===== src/rtl/fifo_pkg.sv =====
// -----------------------------------------------------------------------------
// fifo_pkg
// Shared constants and helpers for the FIFO stream-drain block:
//   DATA_WIDTH_DEF  default width of FIFO read data / stream data
//   RD_LATENCY_DEF  default FIFO read latency (ren sample -> rdata valid)
//   BEAT_CNT_W      width of the accepted-beat counter
// -----------------------------------------------------------------------------
package fifo_pkg;

  localparam int DATA_WIDTH_DEF = 32;
  localparam int RD_LATENCY_DEF = 2;
  localparam int BEAT_CNT_W     = 16;

  // Advance a circular-buffer pointer, wrapping from depth-1 back to 0.
  function automatic int wrap_inc(input int ptr, input int depth);
    if (ptr >= depth - 32'sd1) begin
      return 32'sd0;
    end else begin
      return ptr + 32'sd1;
    end
  endfunction

endpackage


===== src/rtl/fifo_stream_drain_if.sv =====
// -----------------------------------------------------------------------------
// fifo_stream_drain_if
// Bundles the FIFO read side and the outgoing valid/ready stream.
//   ff_empty  FIFO empty flag            (environment -> drain)
//   ff_ren    FIFO read enable           (drain -> environment)
//   ff_rdata  FIFO read data             (environment -> drain)
//   m_valid   stream word available      (drain -> environment)
//   m_ready   downstream accepts word    (environment -> drain)
//   m_data    stream word                (drain -> environment)
// master: the drain block; slave: the FIFO + downstream consumer.
// -----------------------------------------------------------------------------
interface fifo_stream_drain_if
  import fifo_pkg::*;
#(
  parameter int DATA_WIDTH = DATA_WIDTH_DEF
) ();

  logic                  ff_empty;
  logic                  ff_ren;
  logic [DATA_WIDTH-1:0] ff_rdata;
  logic                  m_valid;
  logic                  m_ready;
  logic [DATA_WIDTH-1:0] m_data;

  modport master (
    input  ff_empty,
    input  ff_rdata,
    input  m_ready,
    output ff_ren,
    output m_valid,
    output m_data
  );

  modport slave (
    output ff_empty,
    output ff_rdata,
    output m_ready,
    input  ff_ren,
    input  m_valid,
    input  m_data
  );

endinterface


===== src/rtl/drain_skid_buf.sv =====
// -----------------------------------------------------------------------------
// drain_skid_buf
// Circular skid buffer that catches words returning from the FIFO read
// pipeline. Push writes at tail, pop advances head; head/tail wrap at DEPTH-1.
//   clk, rst   clock, synchronous active-high reset
//   push       write push_data at tail this cycle
//   push_data  word to store
//   pop        consume the head entry this cycle (ignored when empty)
//   head_data  head entry, zero while the buffer is empty
//   count      number of stored entries
// -----------------------------------------------------------------------------
module drain_skid_buf
  import fifo_pkg::*;
#(
  parameter int DATA_WIDTH = DATA_WIDTH_DEF,
  parameter int DEPTH      = RD_LATENCY_DEF + 2,
  localparam int PW        = (DEPTH > 1) ? $clog2(DEPTH) : 1,
  localparam int CW        = $clog2(DEPTH + 1)
) (
  input  logic                  clk,
  input  logic                  rst,
  input  logic                  push,
  input  logic [DATA_WIDTH-1:0] push_data,
  input  logic                  pop,
  output logic [DATA_WIDTH-1:0] head_data,
  output logic [CW-1:0]         count
);

  logic [DATA_WIDTH-1:0] mem_r [DEPTH];
  logic [PW-1:0]         head_r;
  logic [PW-1:0]         tail_r;
  logic [CW-1:0]         count_r;
  logic                  do_push_s;
  logic                  do_pop_s;
  logic                  full_s;
  logic                  empty_s;

  // Qualify push/pop: popping an empty buffer is a no-op, and a push into a
  // full buffer is only taken when the same cycle frees a slot.
  always_comb begin
    empty_s   = (count_r == {CW{1'b0}});
    full_s    = (count_r == CW'(DEPTH));
    do_pop_s  = pop && !empty_s;
    do_push_s = push && (!full_s || do_pop_s);
  end

  // Storage array; no reset needed since entries are only read once counted.
  always_ff @(posedge clk) begin
    if (do_push_s) begin
      mem_r[tail_r] <= push_data;
    end
  end

  // Head/tail pointers and occupancy count.
  always_ff @(posedge clk) begin
    if (rst) begin
      head_r  <= {PW{1'b0}};
      tail_r  <= {PW{1'b0}};
      count_r <= {CW{1'b0}};
    end else begin
      if (do_push_s) begin
        tail_r <= PW'(wrap_inc(32'(tail_r), DEPTH));
      end else begin
        tail_r <= tail_r;
      end
      if (do_pop_s) begin
        head_r <= PW'(wrap_inc(32'(head_r), DEPTH));
      end else begin
        head_r <= head_r;
      end
      // Simultaneous push and pop leaves the count unchanged.
      case ({do_push_s, do_pop_s})
        2'b10:   count_r <= count_r + {{(CW-1){1'b0}}, 1'b1};
        2'b01:   count_r <= count_r - {{(CW-1){1'b0}}, 1'b1};
        default: count_r <= count_r;
      endcase
    end
  end

  // Present the head entry; force zero while empty so reset shows m_data=0.
  always_comb begin
    if (!empty_s) begin
      head_data = mem_r[head_r];
    end else begin
      head_data = {DATA_WIDTH{1'b0}};
    end
  end

  assign count = count_r;

endmodule


===== src/rtl/fifo_stream_drain.sv =====
// -----------------------------------------------------------------------------
// fifo_stream_drain
// Drains a fixed-latency FIFO into a valid/ready stream. Reads are issued only
// while the words already in flight plus the words already buffered leave room
// in the local skid buffer, so the buffer can never overflow even when the
// downstream stalls indefinitely.
//   clk       clock (posedge)
//   rst       synchronous active-high reset
//   en        1 = issue FIFO reads, 0 = stop issuing (in-flight still land)
//   bus       fifo_stream_drain_if.master (ff_empty/ff_ren/ff_rdata,
//             m_valid/m_ready/m_data)
//   busy      reads in flight or words buffered
//   beat_cnt  number of accepted stream beats, wraps 0xFFFF -> 0
// -----------------------------------------------------------------------------
module fifo_stream_drain
  import fifo_pkg::*;
#(
  parameter int DATA_WIDTH = DATA_WIDTH_DEF,
  parameter int RD_LATENCY = RD_LATENCY_DEF,
  parameter int BUF_DEPTH  = RD_LATENCY + 2
) (
  input  logic                  clk,
  input  logic                  rst,
  input  logic                  en,
  fifo_stream_drain_if.master   bus,
  output logic                  busy,
  output logic [BEAT_CNT_W-1:0] beat_cnt
);

  localparam int CW = $clog2(BUF_DEPTH + 1);

  logic [RD_LATENCY-1:0] pipe_r;
  logic [CW-1:0]         inflight_s;
  logic [CW-1:0]         buf_cnt_s;
  logic [CW:0]           credit_used_s;
  logic                  ren_s;
  logic                  push_s;
  logic                  pop_s;
  logic                  m_valid_s;
  logic [DATA_WIDTH-1:0] head_data_s;
  logic [BEAT_CNT_W-1:0] beat_cnt_r;

  // Count outstanding reads: one per set bit in the in-flight pipeline.
  always_comb begin
    inflight_s = {CW{1'b0}};
    for (int i = 0; i < RD_LATENCY; i++) begin
      inflight_s = inflight_s + CW'(pipe_r[i]);
    end
  end

  // Credit check: a read is issued only if its word is guaranteed a slot.
  always_comb begin
    credit_used_s = {1'b0, inflight_s} + {1'b0, buf_cnt_s};
    ren_s         = en && !bus.ff_empty && (credit_used_s < (CW + 1)'(BUF_DEPTH));
  end

  // In-flight valid pipeline: bit 0 is the newest read, the top bit marks
  // the cycle in which that read's data is present on ff_rdata.
  always_ff @(posedge clk) begin
    if (rst) begin
      pipe_r <= {RD_LATENCY{1'b0}};
    end else begin
      pipe_r[0] <= ren_s;
      for (int i = 1; i < RD_LATENCY; i++) begin
        pipe_r[i] <= pipe_r[i-1];
      end
    end
  end

  // Stream handshake derived from buffer occupancy; no bypass path.
  always_comb begin
    push_s    = pipe_r[RD_LATENCY-1];
    m_valid_s = (buf_cnt_s != {CW{1'b0}});
    pop_s     = m_valid_s && bus.m_ready;
  end

  drain_skid_buf #(
    .DATA_WIDTH (DATA_WIDTH),
    .DEPTH      (BUF_DEPTH)
  ) u_skid_buf (
    .clk        (clk),
    .rst        (rst),
    .push       (push_s),
    .push_data  (bus.ff_rdata),
    .pop        (pop_s),
    .head_data  (head_data_s),
    .count      (buf_cnt_s)
  );

  // Accepted-beat counter; the natural 16-bit overflow gives the wrap.
  always_ff @(posedge clk) begin
    if (rst) begin
      beat_cnt_r <= {BEAT_CNT_W{1'b0}};
    end else if (pop_s) begin
      beat_cnt_r <= beat_cnt_r + {{(BEAT_CNT_W-1){1'b0}}, 1'b1};
    end else begin
      beat_cnt_r <= beat_cnt_r;
    end
  end

  assign bus.ff_ren  = ren_s;
  assign bus.m_valid = m_valid_s;
  assign bus.m_data  = head_data_s;
  assign busy        = (inflight_s != {CW{1'b0}}) || (buf_cnt_s != {CW{1'b0}});
  assign beat_cnt    = beat_cnt_r;

endmodule


===== src/flat_wrapper.sv =====
// flat-port wrapper written by rule: the top's interface ports become plain ports
module fifo_stream_drain_flat import fifo_pkg::*;
#(
  parameter int DATA_WIDTH = DATA_WIDTH_DEF,
  parameter int RD_LATENCY = RD_LATENCY_DEF,
  parameter int BUF_DEPTH  = RD_LATENCY + 2
)
  (clk, rst, en, busy, beat_cnt, bus_ff_empty, bus_ff_rdata, bus_m_ready, bus_ff_ren, bus_m_valid, bus_m_data);
  fifo_stream_drain_if #(.DATA_WIDTH(DATA_WIDTH)) bus_i ();
  input  logic clk;
  input  logic rst;
  input  logic en;
  output logic busy;
  output logic [BEAT_CNT_W-1:0] beat_cnt;
  input wire logic [$bits(bus_i.ff_empty)-1:0] bus_ff_empty;
  input wire logic [$bits(bus_i.ff_rdata)-1:0] bus_ff_rdata;
  input wire logic [$bits(bus_i.m_ready)-1:0] bus_m_ready;
  output wire logic [$bits(bus_i.ff_ren)-1:0] bus_ff_ren;
  output wire logic [$bits(bus_i.m_valid)-1:0] bus_m_valid;
  output wire logic [$bits(bus_i.m_data)-1:0] bus_m_data;
  assign bus_i.ff_empty = bus_ff_empty;
  assign bus_i.ff_rdata = bus_ff_rdata;
  assign bus_i.m_ready = bus_m_ready;
  assign bus_ff_ren = bus_i.ff_ren;
  assign bus_m_valid = bus_i.m_valid;
  assign bus_m_data = bus_i.m_data;
  fifo_stream_drain #(.DATA_WIDTH(DATA_WIDTH), .RD_LATENCY(RD_LATENCY), .BUF_DEPTH(BUF_DEPTH)) u_core (.clk(clk), .rst(rst), .en(en), .bus(bus_i), .busy(busy), .beat_cnt(beat_cnt));
endmodule

===== config.mk =====
export PLATFORM = sky130hd
export DESIGN_NAME = fifo_stream_drain_flat
export DESIGN_NICKNAME = d
export VERILOG_FILES = /design/src/rtl/fifo_pkg.sv /design/src/rtl/fifo_stream_drain_if.sv /design/src/rtl/drain_skid_buf.sv /design/src/rtl/fifo_stream_drain.sv /design/src/flat_wrapper.sv
export SDC_FILE = /design/constraint.sdc
export NUM_CORES = 1
export LEC_CHECK = 0
export CORE_UTILIZATION = 56
export CTS_BUF_LIST = sky130_fd_sc_hd__clkbuf_4
export DETAILED_ROUTE_END_ITERATION = 7
export PLACE_DENSITY = 0.78
export SKIP_LAST_GASP = 1
export SYNTH_ARGS = -nofsm -noshare
export SYNTH_HDL_FRONTEND = slang
export SYNTH_HIERARCHICAL = 1
export SYNTH_SLANG_ARGS = --single-unit

===== constraint.sdc =====
create_clock -name clk -period 3.9 [get_ports clk]
set_input_delay 0.78 -clock clk [delete_from_list [all_inputs] [get_ports clk]]
set_output_delay 0.78 -clock clk [all_outputs]
set_load 0.005 [all_outputs]

==> results of run 1 <==
==> sequential cells by signal (all words and copies together) (netlist names), named ones only <==
register	count
u_core/u_skid_buf/tail_r	2
u_core/u_skid_buf/count	3
u_core/u_skid_buf/mem_r	128
u_core/pipe_r	2
u_core/u_skid_buf/head_r	2
u_core/beat_cnt	16
==> final cells by class <==
type	count	area, µm²	share of cell area, %
well taps	136	170	2.29
repair buffers	92	921	12.4
flip-flops and latches	155	4390	58.9
clock inverters	13	98.8	1.33
multi-input cells	171	1670	22.4
clock buffers	19	143	1.92
inverters	14	52.6	0.706
==> kinds of logic (layout without fill, tap and decap cells) <==
| logic type | after synthesis | after routing | share of synthesized area, % |
|---|---|---|---|
| compound gates | 22 | 22 | 2.19 |
| fa+ha+maj | 11 | 11 | 2.35 |
| buf+inv | 28 | 138 | 1.93 |
| mux | 33 | 33 | 11.8 |
| simple gates | 94 | 94 | 9.05 |
| xor+xnor | 11 | 11 | 1.56 |
| flops | 155 | 155 | 71.1 |
==> layout by cell type, fill, tap and decap left out, types with 4 or more instances in the layout <==
master	count
a21oi_1	10
dfxtp_1	25
xor2_1	5
mux4_2	32
inv_1	14
nor3_1	4
edfxtp_1	128
buf_4	4
o21ai_0	6
clkbuf_4	19
nand3_1	5
xnor2_1	6
ha_1	10
and3_2	5
nand4_1	5
clkdlybuf4s50_1	87
inv_4	4
nand2_1	7
nor2_1	16
nor2b_1	33
or3_1	6
==> per-layer routing <==
layer / global-route usage [%] / vias up
met2: 35.1 / 102
met1: 25.6 / 1672
li1: - / 1562
met3: 5.41 / 13
met4: 8.81 / 0
met5: 0 / -
==> power by group <==
group	total [µW]	internal (µW)	switching, µW
sequential	1800	1800	4.94
clock	841	324	517
combinational	115	67.2	48.3
total	2760	2190	571
==> critical path: cells and delay by family, from the launching register on <==
kind / cells / cell delay [ns]
simple gates: 1 / 0.15
flops: 1 / 0.63
mux: 1 / 0.53
buf+inv: 2 / 0.76
==> per-stage QoR <==
step / total power [µW] / util (%) / hold WS [ns] / cell area (µm²) / worst slack, ns
3_5_place_dp: 1960 / 68.5 / 0.460 / 7200 / 0.342
6_report: 2760 / 70.8 / 0.482 / 7440 / 0.520
2_1_floorplan: 1870 / - / 0.441 / 6170 / 0.726
5_1_grt: 2850 / 70.8 / 0.511 / 7440 / 0.322
3_3_place_gp: 1950 / 68.5 / 0.453 / 7200 / 0.419
4_1_cts: 2780 / 70.8 / 0.480 / 7440 / 0.423
==> how the worst max path moves through the flow <==
stage	cells past startpoint	from	to
6_report	4	flip-flop	bus_m_data[16]
5_1_grt	4	flip-flop	bus_m_data[0]
4_1_cts	4	flip-flop	bus_m_data[0]
3_5_place_dp	12	bus_m_ready	u_core/u_skid_buf/count[2]
3_3_place_gp	12	bus_m_ready	u_core/u_skid_buf/count[2]
2_1_floorplan	12	bus_m_ready	u_core/u_skid_buf/count[2]
==> results_dict.tcl, run 1 <==
set metrics [dict create \
    instances_no_fill 600 \
    syn_area_per_cell_um2 17.4 \
    viasPerCell 5.58 \
    cts_setup_buffers 0 \
    grt-ovfl-total 0 \
    hold_viol_final 0 \
    start_util_pct 58.7 \
    coreArea_um2 10500 \
    yosysMostFrequentCell "edfxtp_1" \
    portBuffers 87 \
    dr_wl_met2_um 5730 \
    drive_above_1_share_pct 18.1 \
    slowest_stage "dfxtp_2" \
    wl_um 11000 \
    fmaxAchievable_ghz 0.296 \
    path_max_fanout 21 \
    min_to "u_core/pipe_r[1]" \
    clk_pin_slew_ns 0.12 \
    die-area_um2 11400 \
    vdd_drop_max_uv 172 \
    worstSetupEndpointType "output port" \
    p_leak_uw 0.00236 \
    die_w_um 107 \
    num_rows 37 \
    drcViolationCount 0 \
    p_per_area_nw_per_um2 371 \
    globalplace.congestion 0.787 \
    cts_tree "done" \
    cp.required_ns 3.12 \
    cpPeakStageDelay_ns 0.63 \
    syn_nets 402 \
    final.fill_count 689 \
    worstPathArrival_ns 2.60 \
    first_pass_iters 4 \
    layout_min_cycle_time_ns 3.38 \
    ys_warn_count 6 \
    routed-wl-met3_um 583 \
    outcome "complete, no violations" \
    final_nets 499 \
    grt_pass1_wl_um 17400 \
    antenna_found_initial 0 \
    cp-start-kind "flip-flop" \
    die_h_um 107 \
    syn-instance-count 354 \
    met1_length_um 4510 \
    cts_buffers 17 \
    wl_per_cell_um 18.3 \
    r2r_slack_ns 0.86 \
    routed.top_layer "met4" \
    clkLatencyLatePin_ns 0.52 \
    path_class "flip-flop to output port" \
    tightest_slew_ns 0.888 \
    min_from "u_core/pipe_r[0]" \
    clockRootBuffer "clkbuf_4" \
    worstPathCellList "buf_12 -> mux4_2 -> nor2b_1 -> clkdlybuf4s50_1" \
    syn-cell-area_um2 6170 \
    max_cap_viol_count 0 \
    r2r_cells 11 \
    ys_types 35 \
    ant_nets 0 \
    rsz0062_at_grt "false" \
    vias 3349 \
    synth_edf_count 128 \
    grt_max_degree 33 \
    ys_seq_area_share_pct 71.1 \
    ctsResizeCount 0 \
    ys.flop_type "edfxtp_1" \
    timing.rr.end "u_core/u_skid_buf/count[2]" \
    skew_ns 0.0134 \
    min_period_over_period_pct 86.7 \
    synth_top_cell_area_share_pct 62.3 \
    grtUsageTotal_pct 20.8 \
    dpl.cell_count 568 \
    grt_pass1_vias 3482 \
    synth_common_cells "128 x edfxtp_1, 33 x nor2b_1, 32 x mux4_2" \
    pin_count 88 \
    relSlewSlack_pct 40.8 \
    cts_max_path_buffers 2 \
    htree_levels 4 \
    syn2layout_area_growth_pct 20.6 \
    fin_setup_tns_ns 0 \
    setup_violations 0 \
    antenna-diode-count 0 \
    final_max_slew_viol_count 0 \
    clock_sinks 155 \
    hpwl_um 7120 \
    netlist_top_cells_area "edfxtp_1 62%, mux4_2 12%, dfxtp_1 8.8%, nor2b_1 3.3%, ha_1 2.0%" \
    ys_ff_latch 155 \
    first_iter_violations 170 \
    hold_path.class "flip-flop to flip-flop" \
    ys_async_sr_fraction_pct 0 \
    r2r-start "u_core/u_skid_buf/count[0]" \
    synth_top_area_cell "edfxtp_1" \
    whs_path_depth 2 \
    cts_hold_buf 0 \
]
Power figures use the tool's default switching activity.
==> run 2, diff against run 1 <==
--- a/config.mk
+++ b/config.mk
@@ -7,6 +7,7 @@
 export LEC_CHECK = 0
 export CORE_UTILIZATION = 56
 export CTS_BUF_LIST = sky130_fd_sc_hd__clkbuf_4
+export CTS_CLUSTER_DIAMETER = 40
 export DETAILED_ROUTE_END_ITERATION = 7
 export PLACE_DENSITY = 0.78
 export SKIP_LAST_GASP = 1
==> constraint.sdc (replaced) <==
create_clock -name clk -period 3.9 [get_ports clk]
set_input_delay 0.975 -clock clk [delete_from_list [all_inputs] [get_ports clk]]
set_output_delay 0.975 -clock clk [all_outputs]
set_load 0.005 [all_outputs]
==> results_dict.tcl, run 2 (same netlist as run 1, synthesis figures left out) <==
set metrics [dict create \
    r2r-start "u_core/u_skid_buf/count[0]" \
    grt_pass1_wl_um 17100 \
    instances_no_fill 601 \
    clkLatencyLatePin_ns 0.52 \
    final.fill_count 685 \
    antenna_found_initial 0 \
    relSlewSlack_pct 42.0 \
    final_cell_mix "128 x edfxtp_1, 87 x clkdlybuf4s50_1, 33 x nor2b_1" \
    first_pass_iters 4 \
    rsz0062_at_grt "false" \
    pin_count 88 \
    cts_buffers 17 \
    timing.rr.end "u_core/u_skid_buf/count[2]" \
    path_class "input port to output port" \
    min_period_over_period_pct 94.7 \
    ctsResizeCount 0 \
    fmaxAchievable_ghz 0.271 \
    r2r_cells 11 \
    path_max_fanout 2 \
    num_rows 37 \
    layout_min_cycle_time_ns 3.69 \
    syn2layout_area_growth_pct 21.4 \
    final_nets 500 \
    hold_viol_final 0 \
    htree_levels 4 \
    first_iter_violations 118 \
    ant_nets 0 \
    p_per_area_nw_per_um2 381 \
    min_from "u_core/pipe_r[0]" \
    cp.required_ns 2.92 \
    vdd_drop_max_uv 215 \
    grt_pass1_vias 3461 \
    globalplace.congestion 0.782 \
    hpwl_um 6530 \
    setup_violations 0 \
    viasPerCell 5.58 \
    p_leak_uw 0.00238 \
    largest-register "u_core/u_skid_buf/mem_r" \
    mostFrequentLayoutCell "edfxtp_1" \
    drive_above_1_share_pct 18.5 \
    fin_setup_tns_ns 0 \
    max_cap_viol_count 0 \
    antenna-diode-count 0 \
    hold_path.class "flip-flop to flip-flop" \
    largest_reg_flops 128 \
    wl_per_cell_um 17.7 \
    vias 3355 \
    worstSetupEndpointType "output port" \
    grtUsageTotal_pct 20.2 \
    dpl.cell_count 569 \
    power_uw 2860 \
    cts_setup_buffers 0 \
    min_to "u_core/pipe_r[1]" \
    cts_max_path_buffers 2 \
    die_h_um 107 \
    wl_um 10600 \
    crit_start "en" \
    whs_path_depth 2 \
    worstPathArrival_ns 2.72 \
    clockRootBuffer "clkbuf_4" \
    cts_tree "done" \
    cts_hold_buf 0 \
    grt-ovfl-total 0 \
    die-area_um2 11400 \
    skew_ns 0.0152 \
    portBuffers 87 \
    clock_sinks 155 \
    clk_pin_slew_ns 0.13 \
    grt_max_degree 33 \
    coreArea_um2 10500 \
    drcViolationCount 0 \
    tightest_slew_ns 0.871 \
    final_max_slew_viol_count 0 \
    r2r_slack_ns 1.03 \
    outcome "complete, no violations" \
    die_w_um 107 \
    start_util_pct 58.7 \
    cp-start-kind "input port" \
]
==> run 2: worst max-delay path by stage <==
stage / depth (start not counted) / slack (ns) / end
after CTS: 4 / 0.20 / bus_ff_ren
after floorplan: 12 / 0.53 / u_core/u_skid_buf/count[2]
after detailed placement: 4 / 0.21 / bus_ff_ren
after global placement: 4 / 0.23 / bus_ff_ren
after global routing: 4 / 0.15 / bus_ff_ren
final: 4 / 0.21 / bus_ff_ren
==> run 2: cell type report <==
type	instances	area (µm²)	share of cell area, %
flip-flops and latches	155	4390	58.6
multi-input cells	171	1670	22.3
clock buffers	18	135	1.80
well taps	136	170	2.27
inverters	14	52.6	0.702
clock inverters	14	145	1.94
repair buffers	93	928	12.4
==> run 2: metrics by stage <==
step	instance area [µm²]	worst slack, ns	util, %	hold slack (ns)
floorplan	6170	0.531	-	0.441
global placement	7210	0.235	68.6	0.453
detailed placement	7210	0.207	68.6	0.466
CTS	7490	0.196	71.3	0.485
global route	7490	0.148	71.3	0.530
finish	7490	0.207	71.3	0.485
==> run 2: per-layer routing <==
layer  vias up  wire length [µm]  part of all wire (%)  global-route usage (%)
met3        12               534                   5.0                    4.98
met4         0               144                   1.4                    7.83
met1      1679              4550                    43                    25.9
li1       1568                 -                     -                       -
met2        96              5410                    51                    33.4
met5         -                 0                     0                       0
==> run 2: critical path, cell delays in order <==
cell and delay (ns):
clkdlybuf4s50_1 0.44, or4b_2 0.58, a31oi_1 0.19, clkdlybuf4s50_1 0.53
==> run 2: report_power, final <==
group | switching, µW | internal [µW] | total [µW]
sequential | 4.65 | 1800 | 1800
clock | 548 | 391 | 938
combinational | 48.5 | 66.8 | 115
total | 601 | 2260 | 2860
